File: config.mk
export PLATFORM = sky130hd
export DESIGN_NAME = cdc_handshake_rx
export DESIGN_NICKNAME = d
export VERILOG_FILES = /design/src/rtl/cdc_handshake_rx.sv
export SDC_FILE = /design/constraint.sdc
export NUM_CORES = 1
export LEC_CHECK = 0
export ABC_AREA = 1
export CORE_MARGIN = 4
export CORE_UTILIZATION = 49
export CTS_BUF_LIST = sky130_fd_sc_hd__clkbuf_8
export DETAILED_ROUTE_END_ITERATION = 8
export GPL_TIMING_DRIVEN = 0
export PLACE_DENSITY_LB_ADDON = 0.12
export SYNTH_ARGS = -nofsm -noshare
export SYNTH_HDL_FRONTEND = slang
export SYNTH_SLANG_ARGS = --single-unit
export TNS_END_PERCENT = 50
File: constraint.sdc
create_clock -name clk -period 3.23 [get_ports clk]
set_input_delay 0.646 -clock clk [delete_from_list [all_inputs] [get_ports clk]]
set_output_delay 0.646 -clock clk [all_outputs]
set_load 0.005 [all_outputs]
File: src/rtl/cdc_handshake_rx.sv
// Destination-domain endpoint of a toggle req/ack handshake. It waits a settle time after
// each request edge, captures the word, offers it on valid/ready, and toggles ack on accept.
module cdc_handshake_rx #(
  parameter int W          = 8,
  parameter int SETTLE_CYC = 2
) (
  input  logic         clk,
  input  logic         rst,
  input  logic         req_sync,
  input  logic [W-1:0] data_sync,
  input  logic         ready,
  input  logic         clr_overrun,
  output logic [W-1:0] data_out,
  output logic         valid,
  output logic         ack_tog,
  output logic         overrun,
  output logic         busy
);

  localparam int CW = (SETTLE_CYC < 1) ? 1 : $clog2(SETTLE_CYC + 1);
  localparam logic [CW-1:0] CNT_LOAD = CW'(SETTLE_CYC);

  typedef enum logic [1:0] {
    IDLE,
    SETTLE,
    HOLD
  } state_t;

  state_t        state, state_nx;
  logic          req_prev, req_prev_nx;
  logic [CW-1:0] cnt, cnt_nx;
  logic [W-1:0]  data_nx;
  logic          valid_nx, ack_nx, overrun_nx;
  logic          req_edge;

  // An edge stays visible until IDLE consumes it, so a mismatch raised mid-transfer
  // becomes the next request instead of being lost.
  assign req_edge = req_sync ^ req_prev;
  assign busy     = (state != IDLE);

  always_comb begin
    // NOTE: every signal gets its hold value first so no path through the case infers a latch.
    state_nx    = state;
    req_prev_nx = req_prev;
    cnt_nx      = cnt;
    data_nx     = data_out;
    valid_nx    = valid;
    ack_nx      = ack_tog;
    overrun_nx  = overrun;

    case (state)
      IDLE: begin
        if (req_edge) begin
          req_prev_nx = req_sync;
          cnt_nx      = CNT_LOAD;
          state_nx    = SETTLE;
        end
      end
      SETTLE: begin
        if (cnt == '0) begin
          data_nx  = data_sync;
          valid_nx = 1'b1;
          state_nx = HOLD;
        end else begin
          cnt_nx = cnt - 1'b1;
        end
      end
      HOLD: begin
        if (valid && ready) begin
          valid_nx = 1'b0;
          ack_nx   = ~ack_tog;
          state_nx = IDLE;
        end
      end
      default: state_nx = IDLE;
    endcase

    // A new violation outranks a simultaneous clear.
    if ((state != IDLE) && req_edge) begin
      overrun_nx = 1'b1;
    end else if (clr_overrun) begin
      overrun_nx = 1'b0;
    end
  end

  // NOTE: state registers use non-blocking assignments so every flop samples pre-edge values.
  always_ff @(posedge clk or posedge rst) begin
    if (rst) begin
      state    <= IDLE;
      req_prev <= 1'b0;
      cnt      <= '0;
      data_out <= '0;
      valid    <= 1'b0;
      ack_tog  <= 1'b0;
      overrun  <= 1'b0;
    end else begin
      state    <= state_nx;
      req_prev <= req_prev_nx;
      cnt      <= cnt_nx;
      data_out <= data_nx;
      valid    <= valid_nx;
      ack_tog  <= ack_nx;
      overrun  <= overrun_nx;
    end
  end

endmodule

# Yosys cells after proc, flatten, opt, wreduce, memory -nomap -nowiden
# Cells that the tools add are included.
[totals]
reg_bits = 16
elab_cells = 42
[classes]
n_addsub = 1
n_eq_ne = 6
n_mux = 12
bitwise = 2
n_reduce_logical = 14
[ops]
columns = ["cell", "count"]
rows = [
  ["$mux 2", 5],
  ["$reduce_and 3->1", 3],
  ["$ne 2x2->1 const B", 4],
  ["$reduce_bool 2->1", 4],
  ["$pmux 2 s3", 1],
  ["$reduce_and 2->1", 3],
  ["$logic_not 2->1", 2],
  ["$mux 1", 4],
  ["$pmux 2 s2", 1],
  ["$eq 2x1->1 const B", 1],
  ["$eq 2x2->1 const B", 1],
  ["$logic_and 1x1->1", 2],
  ["$pmux 1 s2", 1],
  ["$sub 2x1->2 const B", 1],
  ["$not 1->1", 1],
  ["$xor 1x1->1", 1],
]

# Longest topological paths before layout
# Gate-level depths: netlist of the first run.
[depth]
word_depth = 3
mapped_depth = 6

# Worst setup path before layout of the first run
# Ideal clock, no wire load.
[synth_timing]
kind = "flip-flop to output port"
from = "reg state[1]"
to = "out busy"
arrival_ns = 0.716
path_slack_ns = 1.868
stages_incl_launch_ff = 3
cell_sequence = "dfrtp_1 -> nor2_1 -> inv_1"
[synth_via]
elab_chain_len = 1
[synth_rtl]
columns = ["item", "line", "rtl"]
rows = [
  ["start, declared", "29", "state_t state, state_nx;"],
  ["start signal, assigned", "97", "state <= state_nx;"],
  ["$reduce_bool 2->1", "39", "assign busy = (state != IDLE);"],
  ["end, declared", "17", "output logic busy"],
]
# No other way between the ends.

# Worst setup path after layout of the first run
# Ends and elaborated chain as after synthesis.

==> metrics list, run 1 <==
- Outcome: completed
- TritonCTS built the clock tree.
- Synthesized Nets: 99
- Vias in the first global route: 557
- Wire length of the first global-routing pass: between 2 and 2.5 mm
* Seq cells post-synth: 16
- Walking the worst path, the cells encountered are nor2_1 > inv_1 > clkdlybuf4s50_1.
- Counting flops with an async set or reset pin after synthesis yields a share of 1.000.
* Final-report hold violation count: 0
- 25 I/O pins were placed.
- Setup violations remaining at the end of the flow were counted as 0.
- In this run the power density over the cells is 971.9 mW/mm².
- Slew @ Worst Pin: 0.5985 ns
- Total wire length after detailed routing: 1.463 mm
- Counting I/O delays and the setup requirement, the final critical path takes 2.132 ns.
- STA classifies the critical path startpoint as a flip-flop.
- In the post-synthesis netlist, the cell with the most instances is sky130_fd_sc_hd__nand2_1.
* Post-CTS setup buffer count: 0
- Sequential fraction of the synthesis area: 0.5565
* Worst hold-check path type: reg2reg
- In this run the tightest slew margin relative to its limit is 0.6006.
- The clock drives 16 sinks.
- Largest clock skew in the final design: between 0.0009 and 0.001 ns
* Maximum clock insertion buffer count: 2
* HPWL Detailed: 1.105 mm
- After detailed routing, the average wire length per cell comes to 11.43 µm.
- Setup repair after global routing left no endpoint under its margin.
- Summing every instance area after synthesis gives 719.4 µm².
- Maximum clock rate: 469.0 MHz
- Peak VDD IR: ~0.66 mV
- From bottom edge to top edge, the die measures approximately 46 µm.
- Average footprint of a synthesized cell: 8.464 µm²
- CTS Root Buffer Type: sky130_fd_sc_hd__clkbuf_8
* Clock insertion delay at the later pin of the skew report: 0.24 ns
* Count of input and output buffers: 24
- Inst Count DP: approximately 120
- Leakage power figure: 0.5264 nW
- The worst setup path is captured at an output pin.
- Non-filler cells, final: between 100 and 150
- Detail Route Antenna Nets: 0
- After routing the design area is 0.001033 mm².
- Compared with the post-synthesis result, the final layout area differs by 43.65%.
- Crit-path max FO: 6
- Data on the critical path arrives at its endpoint at 1.49 ns.
- The critical path is of the reg2out type.
- In this run the standard cell core region covers 0.001334 mm².
- The number of antenna diodes in the final layout is 0.
- In this design, the stage delay of the slowest critical-path cell is 0.45 ns.
- By count the netlist is led by 31 x sky130_fd_sc_hd__nand2_1, 16 x sky130_fd_sc_hd__dfrtp_1, 14 x sky130_fd_sc_hd__nand3_1, 9 x sky130_fd_sc_hd__inv_1, 3 x sky130_fd_sc_hd__o21ai_0.
- Post-placement cell area: 978.4 µm²
- Total Die Area: approximately 0.0021 mm²
* Resize count post-CTS: 0
* GP Congestion: 0.8355
- The initial antenna violation count came to 0.
- DR pass1 iterations: 4
- The initial utilization of the core area, before any placement, comes to 0.5394.
- Initial drt markers: 11
* Count of unique library cells instantiated by Yosys: 16
- Share of layout cells above drive strength 1: 0.08850
* Total of hold buffers inserted after clock tree synthesis: 0
* Count of flip-flops with a built-in enable after synthesis: 0
- Portion of the clock cycle consumed by the worst path in the final layout: 0.6602
* Number of buffers created by CTS: 3
- In the routed layout, each cell is associated on average with a via count of 4.867.
* Largest net degree at the start of global routing: 17
- The floorplan step set the die width to about 46 µm.
* GRT Total Usage: 0.1633
- Crit path required time: 2.58 ns
* Via count of the routed design: 623
- Power comes to 1.004 mW.
* Clock H-tree levels: 1
- Count of synthesis-stage warnings from yosys: 0
- The biggest area contributor in the post-synthesis netlist is sky130_fd_sc_hd__dfrtp_1.
* Setup TNS after final layout: 0 ns
- CTS clk-pin slew, worst paths: 0.06 ns
* Number of design rule violations left after detail routing: 0
- Max_cap viols: 0
- For this run the aggregate overflow at the end of global routing stands at 0.
* Mapped Cells: 85
- For this run, the leading register cell type out of synthesis is sky130_fd_sc_hd__dfrtp_1.
- For this design, the slowest cell found on the critical path is sky130_fd_sc_hd__clkdlybuf4s50_1.
- The final layout contains 128 nets.
* Slew Limit Fails: 0
* Row count: 13
- The share of synthesized area in the top cell type comes to 0.5565.
- By area the synthesized netlist is led by sky130_fd_sc_hd__dfrtp_1 56%, sky130_fd_sc_hd__nand2_1 16%, sky130_fd_sc_hd__nand3_1 9.7%.
==> cell families (layout without fill, tap and decap cells) <==
logic type | after synthesis | in the layout | share of synthesized area
flops | 16 | 16 | 0.5565
compound gates | 4 | 4 | 0.02781
buf+inv | 12 | 40 | 0.07477
xor+xnor | 1 | 1 | 0.01218
simple gates | 51 | 51 | 0.3113
fa+ha+maj | 1 | 1 | 0.01739
==> placed cells by master, fill, tap and decap left out, drive strengths merged <==
cell / Yosys / routed
buf: 2 / 2
o21ai: 3 / 3
dfrtp: 16 / 16
inv: 10 / 10
nand2: 33 / 33
a21oi: 1 / 1
clkbuf: 0 / 4
ha: 1 / 1
xor2: 1 / 1
clkdlybuf4s50: 0 / 24
nand4: 1 / 1
nor2: 3 / 3
nand3: 14 / 14
==> metal layers <==
| layer | global-route usage | up-vias | share of wire |
|---|---|---|---|
| met4 | 0.03409 | 0 | 0.0068 |
| met1 | 0.2184 | 282 | 0.47 |
| met5 | 0 | - | 0 |
| li1 | - | 322 | - |
| met3 | 0.04688 | 2 | 0.057 |
| met2 | 0.2610 | 17 | 0.47 |
==> final timing paths <==
path,from,end,slack [ns],cells past startpoint
min in group asynchronous,rst,data_out[2]$_DFFE_PP0P_,0.77,2
worst max register to register,cnt[0]$_DFFE_PP0P_,data_out[0]$_DFFE_PP0P_,1.95,6
worst min-delay path,data_out[2]$_DFFE_PP0P_,data_out[2]$_DFFE_PP0P_,0.47,2
max in group asynchronous,rst,valid$_DFFE_PP0P_,2.07,2
worst min register to register,data_out[2]$_DFFE_PP0P_,data_out[2]$_DFFE_PP0P_,0.47,2
worst max-delay path,state[1]$_DFFE_PP0P_,busy,1.10,3
==> where the power goes <==
group | leakage, nW | switching [mW] | internal [mW]
Sequential | 0.194 | 0.0602 | 0.299
Combinational | 0.304 | 0.231 | 0.243
Clock | 0.0288 | 0.0642 | 0.108
==> cell type report <==
cell class                      count  area, µm²
Buffer                              2      16.27
Clock buffer                        4      55.05
Fill cell                          97      300.3
Inverter                           10      37.54
Multi-Input combinational cell     57      265.3
Sequential cell                    16      400.4
Tap cell                           15      18.77
Timing Repair Buffer               24      240.2
==> critical path: cells and delay by family, from the launching register on <==
kind,cells,cell delay [ns]
buf+inv,2,0.54
simple gates,1,0.26
flops,1,0.44
==> registers in the layout, indices dropped and copies added, names as in the netlist <==
name      count
ack_tog       1
cnt           2
data_out      8
overrun       1
req_prev      1
state         2
valid         1
==> per-stage QoR <==
stage,utilization,hold WS (ns),setup slack [ns]
2_1_floorplan,-,0.4647,1.868
3_5_place_dp,0.7336,0.4572,1.368
3_3_place_gp,0.7336,0.4539,1.384
6_report,0.7749,0.4686,1.098
5_1_grt,0.7749,0.4894,1.019
4_1_cts,0.7749,0.4733,1.104
No activity file was read; power rests on OpenSTA's default activity.
==> run 2: changes to the inputs <==
--- a/config.mk
+++ b/config.mk
@@ -7,7 +7,7 @@
 export LEC_CHECK = 0
 export ABC_AREA = 1
 export CORE_MARGIN = 4
-export CORE_UTILIZATION = 49
+export CORE_UTILIZATION = 41
 export CTS_BUF_LIST = sky130_fd_sc_hd__clkbuf_8
 export DETAILED_ROUTE_END_ITERATION = 8
 export GPL_TIMING_DRIVEN = 0
==> constraint.sdc (replaced) <==
create_clock -name clk -period 1.8 [get_ports clk]
set_input_delay 0.36 -clock clk [delete_from_list [all_inputs] [get_ports clk]]
set_output_delay 0.36 -clock clk [all_outputs]
set_load 0.005 [all_outputs]
==> metrics list, run 2 (synthesized netlist as in run 1, its figures left out) <==
- Outcome: completed
- The minimum hold slack was 0.4682 ns (-0.0004820 ns).
* Gr ovfl total: 0 (unchanged)
* CTS Root Buffer Type: sky130_fd_sc_hd__clkbuf_8
* Unrepaired setup endpoints after global routing: false
* Number of flip-flops under the largest register name: 8 (unchanged)
- STA classifies the critical path endpoint as an output pin.
* Number of buffers created by CTS: 3 (unchanged)
- Power density over the cells: 1748 mW/mm² (+80%)
- Storage cell area: 401.6 µm² (+0.31%)
* Share of layout cells above drive strength 1: 0.1217 (+0.03324)
- Worst hold path stage count: 2 (unchanged)
* WL/cell: 12.44 µm (+8.9%)
- The critical path goes through nor2_4 > inv_1 > clkdlybuf4s50_1.
- Wire length of the first global-routing pass: 2.725 mm (+10%)
* Y dimension of the die: 49.89 µm (+7.7%)
- Initial drt markers: 6 (-5)
- The pin count of the biggest net entering global routing was 17 (unchanged).
* Peak VDD IR: 0.8421 mV (+28%)
- Clock H-tree levels: 1 (unchanged)
* DR pass1 iterations: 4 (unchanged)
- The max-slew headroom at the worst pin was 0.5922 (-0.008373).
* Crit-path max FO: 5 (-1)
- The footprint of the multi-input gates was 272.8 µm² (+2.8%).
* Launching element type of the critical path: flip-flop
- The post-route clock skew is 0.005744 ns (+0.004806 ns).
* CTS clk-pin slew, worst paths: 0.07 ns (about the same)
* Register with the most flip-flops: data_out
* R2R depth: 6 (unchanged)
- The final total negative setup slack is 0 ns (unchanged).
* Total Die Area: 0.002489 mm² (+16%)
- Buf/Inv on CP: 2 (unchanged)
* TritonCTS clock tree: done
- Slew Limit Fails: 0 (unchanged)
- Critical path class: reg2out
- The number of buffers added on ports was 24 (unchanged).
- The global routing usage summed across all routing layers came to 0.1451 (-0.01819).
* Detail Route Antenna Nets: 0 (unchanged)
* Row count: 14 (+1)
- The cell area after placement was 979.7 µm² (+0.13%).
- The fill cell instance count of the final layout is 125 (+29%).
* Maximum clock insertion buffer count: 2 (unchanged)
* Via count of the routed design: 642 (+3.0%)
- The slew at the pin closest to its max-slew limit is 0.6110 ns (+0.01255 ns).
* Total wire length after detailed routing: 1.630 mm (+11%)
- Arrival time at the worst endpoint: 1.36 ns (-0.13 ns)
- Area Overhead vs Synth: 47.13%
- Registers with the most flip-flops: data_out x8, cnt x2, state x2
- The initial antenna violation count is 0 (unchanged).
* Final setup fails: 0 (unchanged)
- Delay of the slowest cell on the worst path: 0.45 ns (about the same)
* Crit path required time: 1.44 ns (-1.14 ns)
* Ant. Diodes: 0 (unchanged)
- The cell leakage power came to 0.5368 nW (+2.0%).
- Die Width: 49.89 µm (+7.7%)
* Vias in the first global route: 609 (+9.3%)
- The remaining routing DRC violations is 0 (unchanged).
- TritonCTS Sinks: 16 (unchanged)
* Max stage delay cell, worst path: sky130_fd_sc_hd__clkdlybuf4s50_1
- The per-cell via count in the routed design is 4.901 (+0.69%).
* Final instance area: 0.001059 mm² (+2.4%)
* HPWL Detailed: 1.197 mm (+8.4%)
* Final-report hold violation count: 0 (unchanged)
- Largest delay share family, worst path: buffers and inverters
- Minimum period implied by the final worst setup slack: 1.721 ns
- In the layout the commonest cells are 31 x sky130_fd_sc_hd__nand2_1, 24 x sky130_fd_sc_hd__clkdlybuf4s50_1, 15 x sky130_fd_sc_hd__dfrtp_1, 14 x sky130_fd_sc_hd__nand3_1, 9 x sky130_fd_sc_hd__inv_1.
* Max_cap viols: 0 (unchanged)
- Based on the critical path, the design can be clocked at up to 581.2 MHz.
- The global placer's final weighted congestion is 0.7347 (-12%).
* Clock insertion delay at the later pin of the skew report: 0.25 ns (about the same)
- Most frequent standard cell in the layout excluding fill and tap cells: sky130_fd_sc_hd__nand2_1
- Total of hold buffers inserted after clock tree synthesis: 0 (unchanged)
- The initial standard-cell utilization of the core came to 0.4563 (-0.08305).
- Worst hold-check path type: reg2reg
- The final-stage net count is 130 (+1.6%).
* Core Footprint: 0.001577 mm² (+18%)
- Of the available clock period, the critical path in the final layout requires 0.9559.
- Path length in cells of the critical path: 3 (unchanged)
- The number of primary I/O pins is 25 (unchanged).
==> run 2: cell count changes in the layout (fill, tap and decap cells not counted) <==
cell and delta:
sky130_fd_sc_hd__buf_4 +2, sky130_fd_sc_hd__dfrtp_1 -1, sky130_fd_sc_hd__dfrtp_2 +1, sky130_fd_sc_hd__nor2_1 -1, sky130_fd_sc_hd__nor2_4 +1
==> run 2: path summary, 6_finish.rpt <==
| path | start | to | slack [ns] |
|---|---|---|---|
| min in group asynchronous | rst | data_out[6]$_DFFE_PP0P_ | 0.49 |
| setup / recovery | state[0]$_DFFE_PP0P_ | busy | 0.08 |
| max in group asynchronous | rst | state[1]$_DFFE_PP0P_ | 0.88 |
| setup reg to reg | cnt[0]$_DFFE_PP0P_ | data_out[4]$_DFFE_PP0P_ | 0.52 |
| hold / removal | data_out[7]$_DFFE_PP0P_ | data_out[7]$_DFFE_PP0P_ | 0.47 |
| hold reg to reg | data_out[7]$_DFFE_PP0P_ | data_out[7]$_DFFE_PP0P_ | 0.47 |
==> run 2: report_power, final <==
part	internal (mW)	total (mW)	switching, mW
registers	0.537	0.648	0.111
clock network	0.194	0.320	0.126
logic	0.456	0.882	0.426
total	1.19	1.85	0.663
==> run 2: layout make-up <==
type	count	share of cell area
Buffer	2	0.01537
Clock buffer	4	0.05201
Inverter	10	0.03546
Multi-Input combinational cell	57	0.2577
Sequential cell	16	0.3794
Tap cell	16	0.01891
Timing Repair Buffer	26	0.2411
==> run 2: per-layer routing <==
layer  wire, µm  vias to the layer above  global-route usage
met3         94                        5             0.04819
met1        690                      290              0.1614
met4         31                        0             0.06912
li1           -                      328                   -
met2        814                       19              0.2467
met5          0                        -                   0
==> run 2: timing repair <==
item | CTS | global route
resized for setup | 2 | 1
cloned | 0 | 0
endpoints found under the setup margin | 1 | 1
pin swaps | 0 | 0
buffers inserted | 0 | 2
==> run 2: worst reg2reg max path, cell delays in order (launching register included) <==
cell	delay, ns
sky130_fd_sc_hd__dfrtp_1	0.38
sky130_fd_sc_hd__inv_1	0.08
sky130_fd_sc_hd__ha_1	0.17
sky130_fd_sc_hd__buf_2	0.21
sky130_fd_sc_hd__nand2_2	0.17
sky130_fd_sc_hd__nand2_1	0.11
sky130_fd_sc_hd__nand2_1	0.05
==> run 2: metrics by stage <==
stage | worst slack, ns | power (mW) | util | instances
after CTS | 0.01979 | 1.850 | 0.6611 | 129
after floorplan | 0.7046 | 1.103 | - | 85
after global placement | 0.2262 | 1.472 | 0.6214 | 125
after detailed placement | 0.1962 | 1.517 | 0.6214 | 125
after global routing | 0.002548 | 2.004 | 0.6714 | 131
final | 0.07945 | 1.850 | 0.6714 | 131
==> run 3: changes to the inputs <==
--- a/config.mk
+++ b/config.mk
@@ -6,6 +6,7 @@
 export NUM_CORES = 1
 export LEC_CHECK = 0
 export ABC_AREA = 1
+export CAP_MARGIN = 10
 export CORE_MARGIN = 4
 export CORE_UTILIZATION = 41
 export CTS_BUF_LIST = sky130_fd_sc_hd__clkbuf_8
==> results of run 3 <==
The final DEF is identical to that of run 2; final timing and power are the same.
